===== src/rtl/mem_bus_arbiter.sv =====
// mem_bus_arbiter: two-master round-robin arbiter for one native minrv32
// memory port. A grant is held from arbitration until the granted transaction
// completes or the granted master abandons it. The payload mux and the
// ready/rdata return path are combinational.
//
// Optional feature macro: MEM_BUS_ARB_TIMEOUT_EN. When it is defined, a wait
// counter ends a stalled transaction after TIMEOUT_CYCLES slave wait cycles.
// That forced completion pulses ready and err to the granted master.
module mem_bus_arbiter #(
   parameter int TIMEOUT_CYCLES = 31
) (
   input  logic        clk,
   input  logic        resetn,
   // master 0
   input  logic        m0_valid,
   input  logic        m0_instr,
   input  logic [31:0] m0_addr,
   input  logic [31:0] m0_wdata,
   input  logic [3:0]  m0_wstrb,
   output logic        m0_ready,
   output logic [31:0] m0_rdata,
   output logic        m0_err,
   // master 1
   input  logic        m1_valid,
   input  logic        m1_instr,
   input  logic [31:0] m1_addr,
   input  logic [31:0] m1_wdata,
   input  logic [3:0]  m1_wstrb,
   output logic        m1_ready,
   output logic [31:0] m1_rdata,
   output logic        m1_err,
   // shared slave port
   output logic        s_valid,
   output logic        s_instr,
   output logic [31:0] s_addr,
   output logic [31:0] s_wdata,
   output logic [3:0]  s_wstrb,
   input  logic        s_ready,
   input  logic [31:0] s_rdata,
   // status
   output logic        grant,
   output logic        busy
);

   // The watchdog counter is 8 bits wide, so its limit must lie in 1..255.
   if (TIMEOUT_CYCLES < 1 || TIMEOUT_CYCLES > 255) begin : g_bad_timeout
      $error("mem_bus_arbiter: TIMEOUT_CYCLES must lie in 1..255");
   end

   typedef enum logic {
      IDLE = 1'b0,
      BUSY = 1'b1
   } state_e;

   state_e      state_q, state_d;
   logic        grant_q, grant_d;
   logic        last_q, last_d;
   logic        winner;
   logic        in_busy;
   logic        sel_valid;
   logic        sel_ready;
   logic        sel_err;
   logic [31:0] sel_rdata;
   logic        timeout_hit;

   assign in_busy   = (state_q == BUSY);
   assign sel_valid = grant_q ? m1_valid : m0_valid;

`ifdef MEM_BUS_ARB_TIMEOUT_EN
   localparam logic [7:0] WCNT_LAST = 8'(TIMEOUT_CYCLES - 1);

   logic [7:0] wcnt_q, wcnt_d;

   // Count slave wait cycles. The count is held at zero while IDLE, so each
   // new grant starts its count from zero.
   always_comb begin
      wcnt_d = wcnt_q;
      if (!in_busy) begin
         wcnt_d = '0;
      end else if (sel_valid && !s_ready) begin
         wcnt_d = wcnt_q + 8'd1;
      end
   end

   // Watchdog counter register.
   always_ff @(posedge clk) begin
      if (!resetn) begin
         wcnt_q <= '0;
      end else begin
         wcnt_q <= wcnt_d;
      end
   end

   // A real s_ready in the last allowed wait cycle wins over the watchdog.
   assign timeout_hit = in_busy && sel_valid && !s_ready && (wcnt_q == WCNT_LAST);
`else
   assign timeout_hit = 1'b0;
`endif

   // Payload follows the grant register at all times. It is qualified only by
   // s_valid.
   always_comb begin
      s_instr = grant_q ? m1_instr : m0_instr;
      s_addr  = grant_q ? m1_addr  : m0_addr;
      s_wdata = grant_q ? m1_wdata : m0_wdata;
      s_wstrb = grant_q ? m1_wstrb : m0_wstrb;
   end

   // Return path: completion, error and read data are steered to the granted master only.
   always_comb begin
      s_valid   = in_busy && sel_valid && !timeout_hit;
      sel_ready = in_busy && sel_valid && (s_ready || timeout_hit);
      sel_err   = timeout_hit;
      sel_rdata = (in_busy && !timeout_hit) ? s_rdata : 32'h0;
      m0_ready  = sel_ready && !grant_q;
      m1_ready  = sel_ready &&  grant_q;
      m0_err    = sel_err   && !grant_q;
      m1_err    = sel_err   &&  grant_q;
      m0_rdata  = grant_q ? 32'h0 : sel_rdata;
      m1_rdata  = grant_q ? sel_rdata : 32'h0;
      grant     = grant_q;
      busy      = in_busy;
   end

   // Next-state logic: round-robin arbitration in IDLE, and hold the grant while BUSY.
   always_comb begin
      // NOTE: every variable gets a default first, so no path leaves one unassigned and infers a latch.
      state_d = state_q;
      grant_d = grant_q;
      last_d  = last_q;
      winner  = grant_q;
      case (state_q)
         IDLE: begin
            if (m0_valid || m1_valid) begin
               // On a tie, the master that did not win the last grant goes next.
               winner  = (m0_valid && m1_valid) ? !last_q : m1_valid;
               grant_d = winner;
               last_d  = winner;
               state_d = BUSY;
            end
         end
         BUSY: begin
            // Leave BUSY on completion, on abandon, or on a watchdog termination.
            if (!sel_valid || s_ready || timeout_hit) begin
               state_d = IDLE;
            end
         end
         default: state_d = IDLE;
      endcase
   end

   // State registers with synchronous active-low reset.
   always_ff @(posedge clk) begin
      // NOTE: sequential state uses non-blocking assignments, so every register samples pre-edge values.
      if (!resetn) begin
         state_q <= IDLE;
         grant_q <= 1'b0;
         last_q  <= 1'b1;
      end else begin
         state_q <= state_d;
         grant_q <= grant_d;
         last_q  <= last_d;
      end
   end

endmodule


===== config.mk =====
export PLATFORM = sky130hd
export DESIGN_NAME = mem_bus_arbiter
export DESIGN_NICKNAME = d
export VERILOG_FILES = /design/src/rtl/mem_bus_arbiter.sv
export SDC_FILE = /design/constraint.sdc
export NUM_CORES = 1
export LEC_CHECK = 0
export BUFFER_PORTS_ARGS = -buffer_cell sky130_fd_sc_hd__buf_2
export CAP_MARGIN = 20
export CORE_AREA = 4 4 119 121
export DETAILED_ROUTE_END_ITERATION = 7
export DIE_AREA = 0 0 123 125
export PLACE_DENSITY = 0.45
export RECOVER_POWER = 50
export SLEW_MARGIN = 20
export SYNTH_ARGS = -nofsm -noshare
export SYNTH_HDL_FRONTEND = slang
export SYNTH_SLANG_ARGS = --single-unit
export TNS_END_PERCENT = 50

===== constraint.sdc =====
create_clock -name clk -period 2.9 [get_ports clk]
set_input_delay 0.87 -clock clk [delete_from_list [all_inputs] [get_ports clk]]
set_output_delay 0.87 -clock clk [all_outputs]
set_load 0.1 [all_outputs]

### Yosys cells after proc, flatten, opt, wreduce, memory -nomap -nowiden

Cells that the tools add are included.

| word-level totals | value |
|---|---|
| flip-flop bits (word level) | 3 |
| output and inout bits | 140 |
| word-level logic and storage cells | 27 |

| operators by class | value |
|---|---|
| muxes and demuxes | 12 |
| bitwise gates (word level) | 1 |
| reduce and logical (&&, ||, !) cells | 11 |

Operators by type and width:

| cell | count |
|---|---|
| 2-to-1 mux 32 bit | 5 |
| logical AND 1 bit | 5 |
| 2-to-1 mux 1 bit | 5 |
| 2-to-1 mux 4 bit | 1 |
| zero test 1 bit | 3 |
| logical OR 1 bit | 2 |
| case mux 1 bit (2 select lines) | 1 |
| AND reduction 2 bit | 1 |
| inverter 1 bit | 1 |

### Depth between registers and ports, before layout

| logic depth | value |
|---|---|
| word-level depth | 5 |
| mapped depth | 5 |
| gate-level depth less buffers | 3 |

### Worst setup path before layout

No wires, ideal clock.

| timing path | value |
|---|---|
| path type | reg-to-output |
| start | register grant_q (netlist: grant) |
| end | output port s_valid |
| arrival time | 2.636 ns |
| required time | 2.030 ns |
| slack | -0.606 ns |
| stages on the path, launching flop included | 5 |
| cells stage by stage | dfxtp_1 buf_6 buf_6 mux2i_1 nor2_1 |

| between the ends | value |
|---|---|
| word-level cells in the longest chain between the ends | 2 |

RTL lines:

| what | line | text |
|---|---|---|
| from (decl) | 56 | `logic grant_q, grant_d;` |
| from (signal assigned) | 161 | `grant_q <= grant_d;` |
| 2-to-1 mux 1 bit | 67 | `assign sel_valid = grant_q ? m1_valid : m0_valid;` |
| logical AND 1 bit | 111 | `s_valid = in_busy && sel_valid && !timeout_hit;` |
| to (decl) | 33 | `output logic s_valid,` |

Every way passes these cells.

### Worst setup path in the final report

| timing path | value |
|---|---|
| start | register grant_q (netlist: grant) |
| end | output port s_addr[27] |

| between the ends | value |
|---|---|
| word-level cells in the longest chain between the ends | 1 |

RTL lines:

| what | line | text |
|---|---|---|
| 2-to-1 mux 32 bit | 104 | `s_addr = grant_q ? m1_addr : m0_addr;` |
| to (decl) | 35 | `output logic [31:0] s_addr,` |

Every way passes these cells.

==> impl_metrics.tcl <==
set metrics [dict create \
    combPwrFrac 0.850 \
    report.final.slew_viol_count 0 \
    cts_buffer_depth 2 \
    ys_types 23 \
    grt_usage 0.107 \
    post_cts_buffers 0 \
    ff2ff_setup_slack_ns 1.45 \
    worstHoldPathCells 2 \
    worstHoldStart "last_q" \
    dieArea_um2 15400 \
    ctsHtreeMaxLevel 1 \
    yosysWarnings 0 \
    p_seq_frac 0.028 \
    cts_tree "yes" \
    setup_viol 0 \
    synth_seq_cells 3 \
    num_vias 2513 \
    pre_cts_slack_ns 0.410 \
    core_area_um2 13100 \
    rr_worst_depth 4 \
    cp.arrival_ns 1.82 \
    drc_errors 0 \
    cts_resized 0 \
    final_nets 650 \
    clk_pin_slew_worst_paths_ns 0.03 \
    p_leak_nw 2.15 \
    fill_cells 1436 \
    io_pins 315 \
    reg2reg_from "grant" \
    synth-async-reset-ratio 0 \
    place_congestion 0.817 \
    layout.area.seq_um2 65.1 \
    dpl.hpwl_um 8230 \
    critPathRequiredTime_ns 2.03 \
    p_int_w 0.000574 \
    cts_num_sinks 3 \
    wl_per_cell_um 14.4 \
    period_share 0.926 \
    place_inst 646 \
    routed_via_density 3.87 \
    grt_pass1_vias 2636 \
    finalCriticalPeriod_ns 2.69 \
    power_w 0.00176 \
    numCtsBuffers 3 \
    fmax_ghz 0.372 \
    grt_overflow 0 \
    cp-start-kind "flip-flop" \
    rsz0062_at_grt "no" \
    tightest_slew_ns 0.602 \
    avgSynthCellArea_um2 9.04 \
    swShare 0.673 \
    ir_drop_mv 0.338 \
    finalWorstSetupSlack_ns 0.214 \
    status "finished, final reports clean" \
    synth_edf_count 0 \
    synth.area.top_cells "mux2_2 (30%), mux2_4 (26%), and2_1 (13%), and3_1 (13%), dfxtp_1 (3.8%)" \
    synth_area_um2 1570 \
    final_layout_size_suffix_gt1_frac 0.867 \
    reg2reg_to "busy" \
    p_sw_w 0.00118 \
    grt_pass1_wl_um 13400 \
    seq_area_frac_synth 0.0382 \
    clockPowerShare 0.123 \
    final_antenna_net_count 0 \
    yosysTopAreaCell "mux2_2" \
    max-cap-violations 0 \
    cp_max_fo 59 \
    critical_path_class "reg2out" \
    synth_top_area_share 0.301 \
    hold_violations 0 \
    antenna_found_initial 0 \
    initial_utilization 0.120 \
    wirelength_um 9340 \
    drtPass1Iterations 3 \
    synth.most_common_cell "mux2_2" \
    fin_worst_skew_ns 0.00238 \
    layoutNonFillerInstCount 650 \
    relSlewSlack 0.600 \
    rows 42 \
    drt_iter0_drc 44 \
    postSynthCellCount 174 \
    hold_class "reg2reg" \
    multiInputGateArea_um2 1400 \
    cts_hold_buffers 0 \
    syn2layout_area_growth_pct 131 \
    dieHeight_um 125 \
    synth_ff_type "dfxtp_1" \
    end_kind "output port" \
    power.density_nw_per_um2 484 \
    dieWidth_um 123 \
    insertion_delay_ns 0.22 \
    grt_max_degree 60 \
    portBuffers 312 \
    synth_commonest_cells "mux2_2 (42), and2_1 (33), and3_1 (33), mux2_4 (27), clkbuf_1 (6)" \
    min_to "last_q" \
    root_buffer "clkbuf_16" \
    num_antenna_cells 0 \
]
==> metal layers <==
layer / track usage / part of all wire
met1: 0.125 / 0.39
met2: 0.196 / 0.48
met3: 0.0262 / 0.12
met4: 0.0208 / 0.011
met5: 0 / 0
==> power by group through the flow <==
stage	combinational [W]	clock (W)	sequential [W]
final	0.00149	0.000216	0.0000484
after CTS	0.00158	0.000220	0.0000488
after floorplan	0.00118	0	0.0000646
after global routing	0.00154	0.000228	0.0000491
after detailed placement	0.00158	0	0.0000493
after global placement	0.00157	0	0.0000495
==> stage by stage <==
stage,instance area (um^2),TNS [ns],utilization,hold slack [ns]
after global routing,3630,0,0.277,0.561
after floorplan,1620,-8.25,-,0.460
after CTS,3990,0,0.305,0.501
after detailed placement,3920,0,0.299,0.493
after global placement,3920,0,0.299,0.500
final,3630,0,0.277,0.504
==> worst max-delay path by stage <==
stage	start	slack [ns]	to	depth (start not counted)
2_1_floorplan	grant	-0.27	m1_rdata[20]	4
3_3_place_gp	m0_valid	0.42	s_valid	4
3_5_place_dp	m0_valid	0.41	s_valid	4
4_1_cts	grant	0.32	m1_rdata[0]	3
5_1_grt	grant	0.12	s_addr[26]	3
6_report	grant	0.21	s_addr[27]	3
==> cells by family after synthesis <==
| family | Yosys count | synth area share |
|---|---|---|
| DFF | 3 | 0.0382 |
| and+or+nand+nor | 75 | 0.294 |
| muxes | 70 | 0.565 |
| buffers and inverters | 22 | 0.0875 |
| other | 1 | 0.00238 |
| AOI/OAI and AO/OA | 3 | 0.0127 |
==> critical path, cell delays in order (launching register included) <==
cell and delay, ns:
dfxtp_4 0.35, buf_6 0.44, mux2_2 0.40, clkbuf_2 0.37
==> flip-flops by register name, indices dropped and copies added, names as in the netlist <==
register	count
busy	1
grant	1
last_q	1
==> cell usage in the layout, fill, tap and decap left out, drive strengths merged, types with 2 or more instances in the layout <==
cell	synthesis	routed
mux2	69	69
buf	12	285
dfxtp	3	3
and2	33	33
conb	1	2
clkbuf	9	35
nor2	3	3
and3	33	33
nand2	2	2
==> final cells by class <==
type,instances,share of cell area
Timing Repair Buffer,316,0.514
Multi-Input combinational cell,150,0.385
Tap cell,176,0.0607
Clock buffer,4,0.0217
Sequential cell,3,0.0179
Inverter,1,0.00103
Power figures use the tool's default switching activity.
